### src/rtl/alu_iter.sv
// rtl/alu_iter.sv - multi-cycle handshaked ALU: single-cycle logic/arith ops, bit-serial shifts
// Outputs are registered and change only on entry to DONE.
module alu_iter #(
  parameter int reg_width = 8,
  parameter int op_width  = 3
) (
  input  logic                 clk,
  input  logic                 rst_n,
  input  logic                 start,
  input  logic [reg_width-1:0] ra_in,
  input  logic [reg_width-1:0] rb_in,
  input  logic [op_width-1:0]  op,
  output logic                 busy,
  output logic                 done,
  output logic [reg_width-1:0] res_out,
  output logic [reg_width-1:0] car_out,
  output logic                 zero,
  output logic                 jump
);

  localparam int cw = $clog2(reg_width + 1);

  localparam logic [1:0] S_IDLE  = 2'd0;
  localparam logic [1:0] S_SHIFT = 2'd1;
  localparam logic [1:0] S_DONE  = 2'd2;

  localparam logic [op_width-1:0] OP_ADD = op_width'(0);
  localparam logic [op_width-1:0] OP_SUB = op_width'(1);
  localparam logic [op_width-1:0] OP_AND = op_width'(2);
  localparam logic [op_width-1:0] OP_SRL = op_width'(3);
  localparam logic [op_width-1:0] OP_SLL = op_width'(4);
  localparam logic [op_width-1:0] OP_OR  = op_width'(5);
  localparam logic [op_width-1:0] OP_XOR = op_width'(6);
  localparam logic [op_width-1:0] OP_BEQ = op_width'(7);

  localparam logic [cw-1:0] width_c = cw'(reg_width);

  logic [1:0]           state;
  logic [cw-1:0]        cnt;
  logic [cw-1:0]        k0;
  logic                 sh_srl;
  logic [reg_width-1:0] sh_res;
  logic [reg_width-1:0] sh_car;

  logic [cw-1:0]        k_in;
  logic                 is_shift;
  logic [reg_width:0]   wide;
  logic [reg_width-1:0] alu_res;
  logic [reg_width-1:0] alu_car;
  logic                 alu_jump;
  logic [reg_width-1:0] res_nx;
  logic [reg_width-1:0] car_nx;
  logic [reg_width-1:0] car_fin;

  // Shift amount saturates at reg_width instead of wrapping.
  always_comb begin
    k_in     = (rb_in < reg_width) ? cw'(rb_in) : width_c;
    is_shift = (op == OP_SRL) || (op == OP_SLL);
  end

  always_comb begin
    wide     = '0;
    alu_res  = '0;
    alu_car  = '0;
    alu_jump = 1'b0;
    case (op)
      OP_ADD: begin
        wide    = {1'b0, ra_in} + {1'b0, rb_in};
        alu_res = wide[reg_width-1:0];
        alu_car = reg_width'(wide[reg_width]);
      end
      OP_SUB: begin
        wide    = {1'b0, ra_in} - {1'b0, rb_in};
        alu_res = wide[reg_width-1:0];
        alu_car = reg_width'(wide[reg_width]);
      end
      OP_AND: alu_res = ra_in & rb_in;
      OP_OR:  alu_res = ra_in | rb_in;
      OP_XOR: alu_res = ra_in ^ rb_in;
      OP_SRL: alu_res = ra_in;
      OP_SLL: alu_res = ra_in;
      OP_BEQ: alu_jump = (ra_in == rb_in);
      default: alu_res = '0;
    endcase
  end

  // SRL collects shifted-out bits from the top down, so they are right-justified at the end.
  always_comb begin
    if (sh_srl) begin
      res_nx  = {1'b0, sh_res[reg_width-1:1]};
      car_nx  = {sh_res[0], sh_car[reg_width-1:1]};
      car_fin = car_nx >> (width_c - k0);
    end else begin
      res_nx  = {sh_res[reg_width-2:0], 1'b0};
      car_nx  = {sh_car[reg_width-2:0], sh_res[reg_width-1]};
      car_fin = car_nx;
    end
  end

  always_ff @(posedge clk or negedge rst_n) begin
    if (!rst_n) begin
      state   <= S_IDLE;
      cnt     <= '0;
      k0      <= '0;
      sh_srl  <= 1'b0;
      sh_res  <= '0;
      sh_car  <= '0;
      res_out <= '0;
      car_out <= '0;
      zero    <= 1'b0;
      jump    <= 1'b0;
    end else begin
      case (state)
        S_IDLE: begin
          if (start) begin
            if (is_shift && (k_in != '0)) begin
              cnt    <= k_in;
              k0     <= k_in;
              sh_srl <= (op == OP_SRL);
              sh_res <= ra_in;
              sh_car <= '0;
              state  <= S_SHIFT;
            end else begin
              res_out <= alu_res;
              car_out <= alu_car;
              zero    <= (alu_res == '0);
              jump    <= alu_jump;
              state   <= S_DONE;
            end
          end
        end
        S_SHIFT: begin
          sh_res <= res_nx;
          sh_car <= car_nx;
          cnt    <= cnt - 1'b1;
          if (cnt == cw'(1)) begin
            res_out <= res_nx;
            car_out <= car_fin;
            zero    <= (res_nx == '0);
            jump    <= 1'b0;
            state   <= S_DONE;
          end
        end
        default: state <= S_IDLE;
      endcase
    end
  end

  assign busy = (state != S_IDLE);
  assign done = (state == S_DONE);

endmodule

### config.mk
export PLATFORM = sky130hd
export DESIGN_NAME = alu_iter
export DESIGN_NICKNAME = d
export VERILOG_FILES = /design/src/rtl/alu_iter.sv
export SDC_FILE = /design/constraint.sdc
export NUM_CORES = 1
export LEC_CHECK = 0
export ABC_AREA = 1
export CAP_MARGIN = 20
export CORE_ASPECT_RATIO = 1.2
export CORE_MARGIN = 1
export CORE_UTILIZATION = 55
export DETAILED_ROUTE_END_ITERATION = 10
export GPL_TIMING_DRIVEN = 0
export PLACE_DENSITY = 0.84
export SKIP_CTS_REPAIR_TIMING = 1
export SYNTH_ARGS = -nofsm -noshare
export SYNTH_HDL_FRONTEND = slang
export SYNTH_SLANG_ARGS = --single-unit
### constraint.sdc
create_clock -name clk -period 3 [get_ports clk]
set_clock_uncertainty 0.1 [all_clocks]
set_input_delay 0.45 -clock clk [delete_from_list [all_inputs] [get_ports clk]]
set_output_delay 0.45 -clock clk [all_outputs]
set_load 0.02 [all_outputs]
### After elaboration in Yosys (flattened, before gate mapping)

Cells that the tools add are included.

| storage, ports and cells | value |
|---|---|
| register bits after elaboration | 45 |
| bits of input ports | 22 |
| logic and storage cells | 84 |

| operators by class | value |
|---|---|
| add/subtract/negate cells | 4 |
| $lt $le $gt $ge | 1 |
| equal/unequal tests | 15 |
| shifts and indexed selects | 1 |
| mux-type cells | 36 |
| bitwise gates (word level) | 3 |
| reduce and logical (&&, ||, !) cells | 14 |

Operator list:

| operator | count |
|---|---|
| two-way mux 8 bit | 13 |
| case mux 8 bit (2 select lines) | 4 |
| case mux 8 bit (6 select lines) | 1 |
| logical NOT 8 bit | 2 |
| equality test 3 bit (second input constant) | 4 |
| two-way mux 4 bit | 3 |
| adder 8 x 8 -> 9 bit | 1 |
| subtractor 8 x 8 -> 9 bit | 1 |
| bitwise AND 8 bit | 1 |
| equality test 8 bit | 1 |
| less-than comparator 8 x 4 -> 1 bit (second input constant) | 1 |
| != test 2 bit (second input constant) | 4 |
| bitwise OR 8 bit | 1 |
| case mux 4 bit (2 select lines) | 1 |
| right shift 8 x 4 -> 8 bit | 1 |
| XOR 8 bit | 1 |
| two-way mux 1 bit | 7 |
| equality test 3 x 2 -> 1 bit (second input constant) | 2 |
| two-way mux 2 bit | 3 |
| case mux 1 bit (2 select lines) | 3 |
| AND reduction 3 bit | 2 |
| equality test 4 x 1 -> 1 bit (second input constant) | 1 |
| case mux 2 bit (2 select lines) | 1 |
| AND reduction 4 bit | 1 |
| other kinds (13) | 14 |

### Longest topological paths before layout

| depth | value |
|---|---|
| depth in word-level cells | 7 |
| mapped depth | 15 |
| gate-level depth less buffers | 15 |

### Worst setup path after synthesis

Ideal clock, no wire load.

| timing path | value |
|---|---|
| path type | register to register |
| start point | register k0[0] |
| end point | register car_out[0] |
| arrival | 1,846 ps |
| path slack | 938 ps |
| cell stages (with the launch flop) | 12 |
| cell sequence | dfrtp_1 -> clkbuf_1 -> buf_2 -> inv_1 -> ha_1 -> inv_1 -> o21ai_0 -> nand2_1 -> a31oi_1 -> a21oi_1 -> nand2_1 -> nand2_1 |

| on the way | value |
|---|---|
| word-level cells in the longest chain between the ends | 5 |

Ends and longest elaborated chain:

| element | RTL line | RTL |
|---|---|---|
| start: declaration | 40 | `logic [cw-1:0] k0;` |
| start signal: assignment | 118 | `k0 <= k_in;` |
| subtractor 4 bit | 92 | `car_fin = car_nx >> (width_c - k0);` |
| right shift 8 x 4 -> 8 bit | 92 |  |
| two-way mux 8 bit | 89 | `if (sh_srl) begin` |
| two-way mux 8 bit | 136 | `if (cnt == cw'(1)) begin` |
| case mux 8 bit (2 select lines) | 113 | `case (state)` |
| end signal: assignment | 125 | `car_out <= alu_car;` |
| end signal: assignment | 138 | `car_out <= car_fin;` |
| end: declaration | 16 | `output logic [reg_width-1:0] car_out,` |

No other way between the ends. The select of a mux whose other input is x is not followed.
A chain may end at the register's enable or synchronous reset.

### Worst setup path in the final report

| timing path | value |
|---|---|
| start point | input ra_in[2] |
| end point | register zero |

| on the way | value |
|---|---|
| word-level cells in the longest chain between the ends | 6 |

Ends and longest elaborated chain:

| element | RTL line | RTL |
|---|---|---|
| start: declaration | 10 | `input logic [reg_width-1:0] ra_in,` |
| subtractor 8 x 8 -> 9 bit (tied with other cells) | 73 | `wide = {1'b0, ra_in} - {1'b0, rb_in};` |
| case mux 8 bit (6 select lines) (*) | 66 | `case (op)` |
| logical NOT 8 bit (*) | 126 | `zero <= (alu_res == '0);` |
| two-way mux 1 bit (*) | 116 | `if (is_shift && (k_in != '0)) begin` |
| two-way mux 1 bit (*) | 115 | `if (start) begin` |
| case mux 1 bit (2 select lines) (*) | 113 |  |
| end signal: assignment | 126 |  |
| end signal: assignment | 139 | `zero <= (res_nx == '0);` |
| end: declaration | 17 | `output logic zero,` |

Every way passes the cells marked *; elsewhere a longest branch is shown, timed or not. The select of a mux whose other input is x is not followed.

==> impl_metrics.py <==
metrics = {
    "run_status": {
        "status": "finished, violations left",
        "violations": "hold timing",
    },
    "worst_setup_path": {
        "r2r_cells": 11,
        "start_kind": "input pin",
        "crit_path_end_kind": "flop",
        "reg2reg_slack_ps": 490,
        "cp_cell_sequence": "clkdlybuf4s50_1 -> inv_1 -> ha_1 -> or2_2 -> nand2_1 -> nand2_1 -> nand3_1 -> nand2_1 -> nor2_1 -> nand3_1 -> nor2_1 -> nand3_1 -> a21oi_1",
        "required_ps": 3130,
        "cp.buffers_inverters": 2,
        "critPathMaxStageDelay_ps": 630,
        "critPathArrivalTime_ps": 2800,
        "crit_fanout": 7,
        "crit_path_top_delay_cell": "clkdlybuf4s50_1",
        "r2r-start": "k0[0]",
        "path_class": "in2reg",
        "worstReg2RegEnd": "car_out[0]",
        "critPathTopFamily": "simple AND/OR/NAND/NOR gates",
    },
    "routing": {
        "viasPerCell": 5.70,
        "drtIter0Drc": 275,
        "drc": 0,
        "dr.pass1.iters": 5,
        "wl_per_cell_um": 15.2,
        "routed_wl_um": 10400,
        "drtAntennaViolNets": 0,
        "dr_total_vias": 3884,
    },
    "global_routing": {
        "overflow": 0,
        "grt_pass1_wl_um": 17400,
        "antenna_found_initial": 0,
        "grt_pass1_vias": 3843,
        "met1_usage_pct": 34.7,
        "grt_use_met2_pct": 58.0,
        "top_usage_layer": "met2",
        "grt_max_degree": 27,
        "met3_usage_pct": 2.96,
        "grt_usage_pct": 30.5,
    },
    "timing": {
        "setup_violations": 0,
        "fmaxAchievable_ghz": 0.374,
        "relSlewSlack_pct": 61.5,
        "period_minus_slack_ps": 2670,
        "hold_violations": 15,
        "slew_violations": 0,
        "holdWs_ps": -4.28,
        "rsz0062_at_grt": "no",
        "max_slew.worst_pin.slew_ps": 577,
        "period_share_pct": 89.2,
        "finalSetupTns_ps": 0,
    },
    "final_layout": {
        "nNetsFinal": 647,
        "syn_to_final_growth_pct": 15.8,
        "drive_above_1_share_pct": 7.21,
        "fill_cells": 567,
        "antenna_cells": 0,
    },
    "floorplan": {
        "die-area_sq_um": 7150,
        "die_h_um": 92.5,
        "core_area_sq_um": 6530,
        "start_util_pct": 57.5,
        "die_w_um": 77.4,
        "ios": 42,
        "rows": 32,
    },
    "power_and_ir_drop": {
        "leakage_nw": 2.07,
        "peakVddDrop_v": 0.000376,
        "powerDensity_nw_per_um2": 710,
        "totalPowerFinal_mw": 3.08,
    },
    "logic_synthesis": {
        "synth-seq-cells": 45,
        "syn-num-nets": 600,
        "synthCells": 548,
        "avgSynthCellArea_sq_um": 6.84,
        "yosys_warnings": 0,
        "syn_area_sq_um": 3750,
        "ys_seq_area_share_pct": 30.0,
        "synth.distinct_cells": 40,
    },
    "clock_network": {
        "htree_num_levels": 2,
        "worstSkewPairLatency_ps": 300,
        "cts.sinks": 45,
        "cts.clk_slew.worst_paths_ps": 90,
        "root_buffer": "clkbuf_8",
        "cts_inserted_buffers": 5,
        "cts_tree": "built",
        "clockBufferDepth": 2,
    },
    "place": {
        "gp_congestion": 0.981,
        "portBuffers": 39,
        "hpwl_um": 8190,
    },
    "hold_path": {
        "hold_class": "in2async",
    },
    "run": {
        "drv_cap": 0,
    },
}
[Yosys cell counts]
| master | n | area [sq um] |
|---|---|---|
| buf_12 | 1 | 20.0 |
| nand2_2 | 2 | 12.5 |
| a21oi_1 | 21 | 105 |
| nand4_1 | 4 | 25.0 |
| nor4_1 | 1 | 6.26 |
| a22oi_1 | 3 | 22.5 |
| a21o_1 | 1 | 7.51 |
| nor2_2 | 2 | 12.5 |
| a22o_1 | 4 | 35.0 |
| o2111ai_1 | 1 | 8.76 |
| nor3_1 | 3 | 15.0 |
| or2_2 | 2 | 12.5 |
| xor2_1 | 2 | 17.5 |
| o21bai_1 | 1 | 7.51 |
| o21a_1 | 3 | 22.5 |
| inv_2 | 5 | 18.8 |
| o22ai_2 | 1 | 12.5 |
| o21ai_0 | 62 | 310 |
| buf_1 | 1 | 3.75 |
| a21oi_2 | 5 | 43.8 |
| o21ai_2 | 4 | 35.0 |
| a31oi_1 | 7 | 43.8 |
| ha_1 | 28 | 350 |
| o31ai_1 | 1 | 7.51 |
| o211ai_1 | 4 | 30.0 |
| nor2_1 | 59 | 221 |
| inv_1 | 65 | 244 |
| nand2_1 | 135 | 507 |
| nand3_2 | 2 | 20.0 |
| buf_6 | 2 | 22.5 |
| nand3b_1 | 4 | 30.0 |
| xnor2_1 | 2 | 17.5 |
| fa_1 | 2 | 40.0 |
| buf_2 | 6 | 30.0 |
| nand3_1 | 42 | 210 |
| o22ai_1 | 5 | 31.3 |
| clkbuf_1 | 8 | 30.0 |
| nor4_4 | 1 | 21.3 |
| nand4_2 | 1 | 12.5 |
| dfrtp_1 | 45 | 1130 |
[metal layers]
layer	wire, um	vias up
li1	-	1894
met1	4130	1787
met2	5430	173
met3	537	30
met4	272	0
met5	0	-
[cell families (layout without fill, tap and decap cells)]
| logic type | after synthesis | count (layout) | share of synthesized area, % |
|---|---|---|---|
| buffers and inverters | 88 | 136 | 9.84 |
| xor gates and xnor gates | 4 | 4 | 0.934 |
| and+or+nand+nor | 258 | 258 | 29.5 |
| AOI/OAI and AO/OA | 123 | 123 | 19.3 |
| adders and majority gates | 30 | 30 | 10.4 |
| DFF | 45 | 45 | 30.0 |
[sequential cells by signal, summed over array words and instances, names as in the netlist]
register,flops
sh_car,8
state,2
sh_res,8
k0,4
zero,1
car_out,8
res_out,8
jump,1
cnt,4
sh_srl,1
[stage by stage]
step / hold slack (ps) / util, % / setup slack (ps) / cell area (sq um) / std cells
2_1_floorplan: 54.4 / - / 938 / 3750 / 548
3_3_place_gp: 368 / 65.1 / 71.8 / 4250 / 672
3_5_place_dp: 334 / 65.3 / 50.2 / 4260 / 673
4_1_cts: 2.85 / 66.6 / 363 / 4340 / 681
5_1_grt: 36.0 / 66.6 / 103 / 4340 / 681
6_report: -4.28 / 66.6 / 325 / 4340 / 681
[worst max-delay path by stage]
stage                   from    endpoint  cells after the start
floorplan              k0[0]  car_out[0]                     11
global placement    ra_in[2]        zero                     13
detailed placement  ra_in[2]        zero                     13
CTS                 ra_in[2]        zero                     13
global route        ra_in[1]        zero                     15
finish              ra_in[2]        zero                     13
[where the power goes]
group | internal, mW | switching [mW]
Combinational | 0.642 | 1.09
Sequential | 0.829 | 0.158
Clock | 0.162 | 0.209
Total | 1.63 | 1.45
[placed cells by master, fill, tap and decap left out, types with 3 or more instances in the layout]
master             n
a21oi_1           21
a21oi_2            5
a22o_1             4
a22oi_1            3
a31oi_1            7
buf_2              7
clkbuf_1           9
clkbuf_8           5
clkdlybuf4s50_1   38
dfrtp_1           45
ha_1              28
inv_1             65
inv_2              5
nand2_1          135
nand3_1           42
nand3b_1           4
nand4_1            4
nor2_1            59
nor3_1             3
o211ai_1           4
o21a_1             3
o21ai_0           62
o21ai_2            4
o22ai_1            5
[layout make-up]
| type | count | area [sq um] | share of cell area [%] |
|---|---|---|---|
| Multi-Input combinational cell | 415 | 2250 | 51.9 |
| Sequential cell | 45 | 1130 | 25.9 |
| Timing Repair Buffer | 40 | 405 | 9.33 |
| Inverter | 70 | 263 | 6.05 |
| Buffer | 18 | 106 | 2.45 |
| Tap cell | 85 | 106 | 2.45 |
| Clock buffer | 6 | 72.6 | 1.67 |
| Clock inverter | 2 | 10.0 | 0.230 |
No activity file was read; power rests on OpenSTA's default activity.
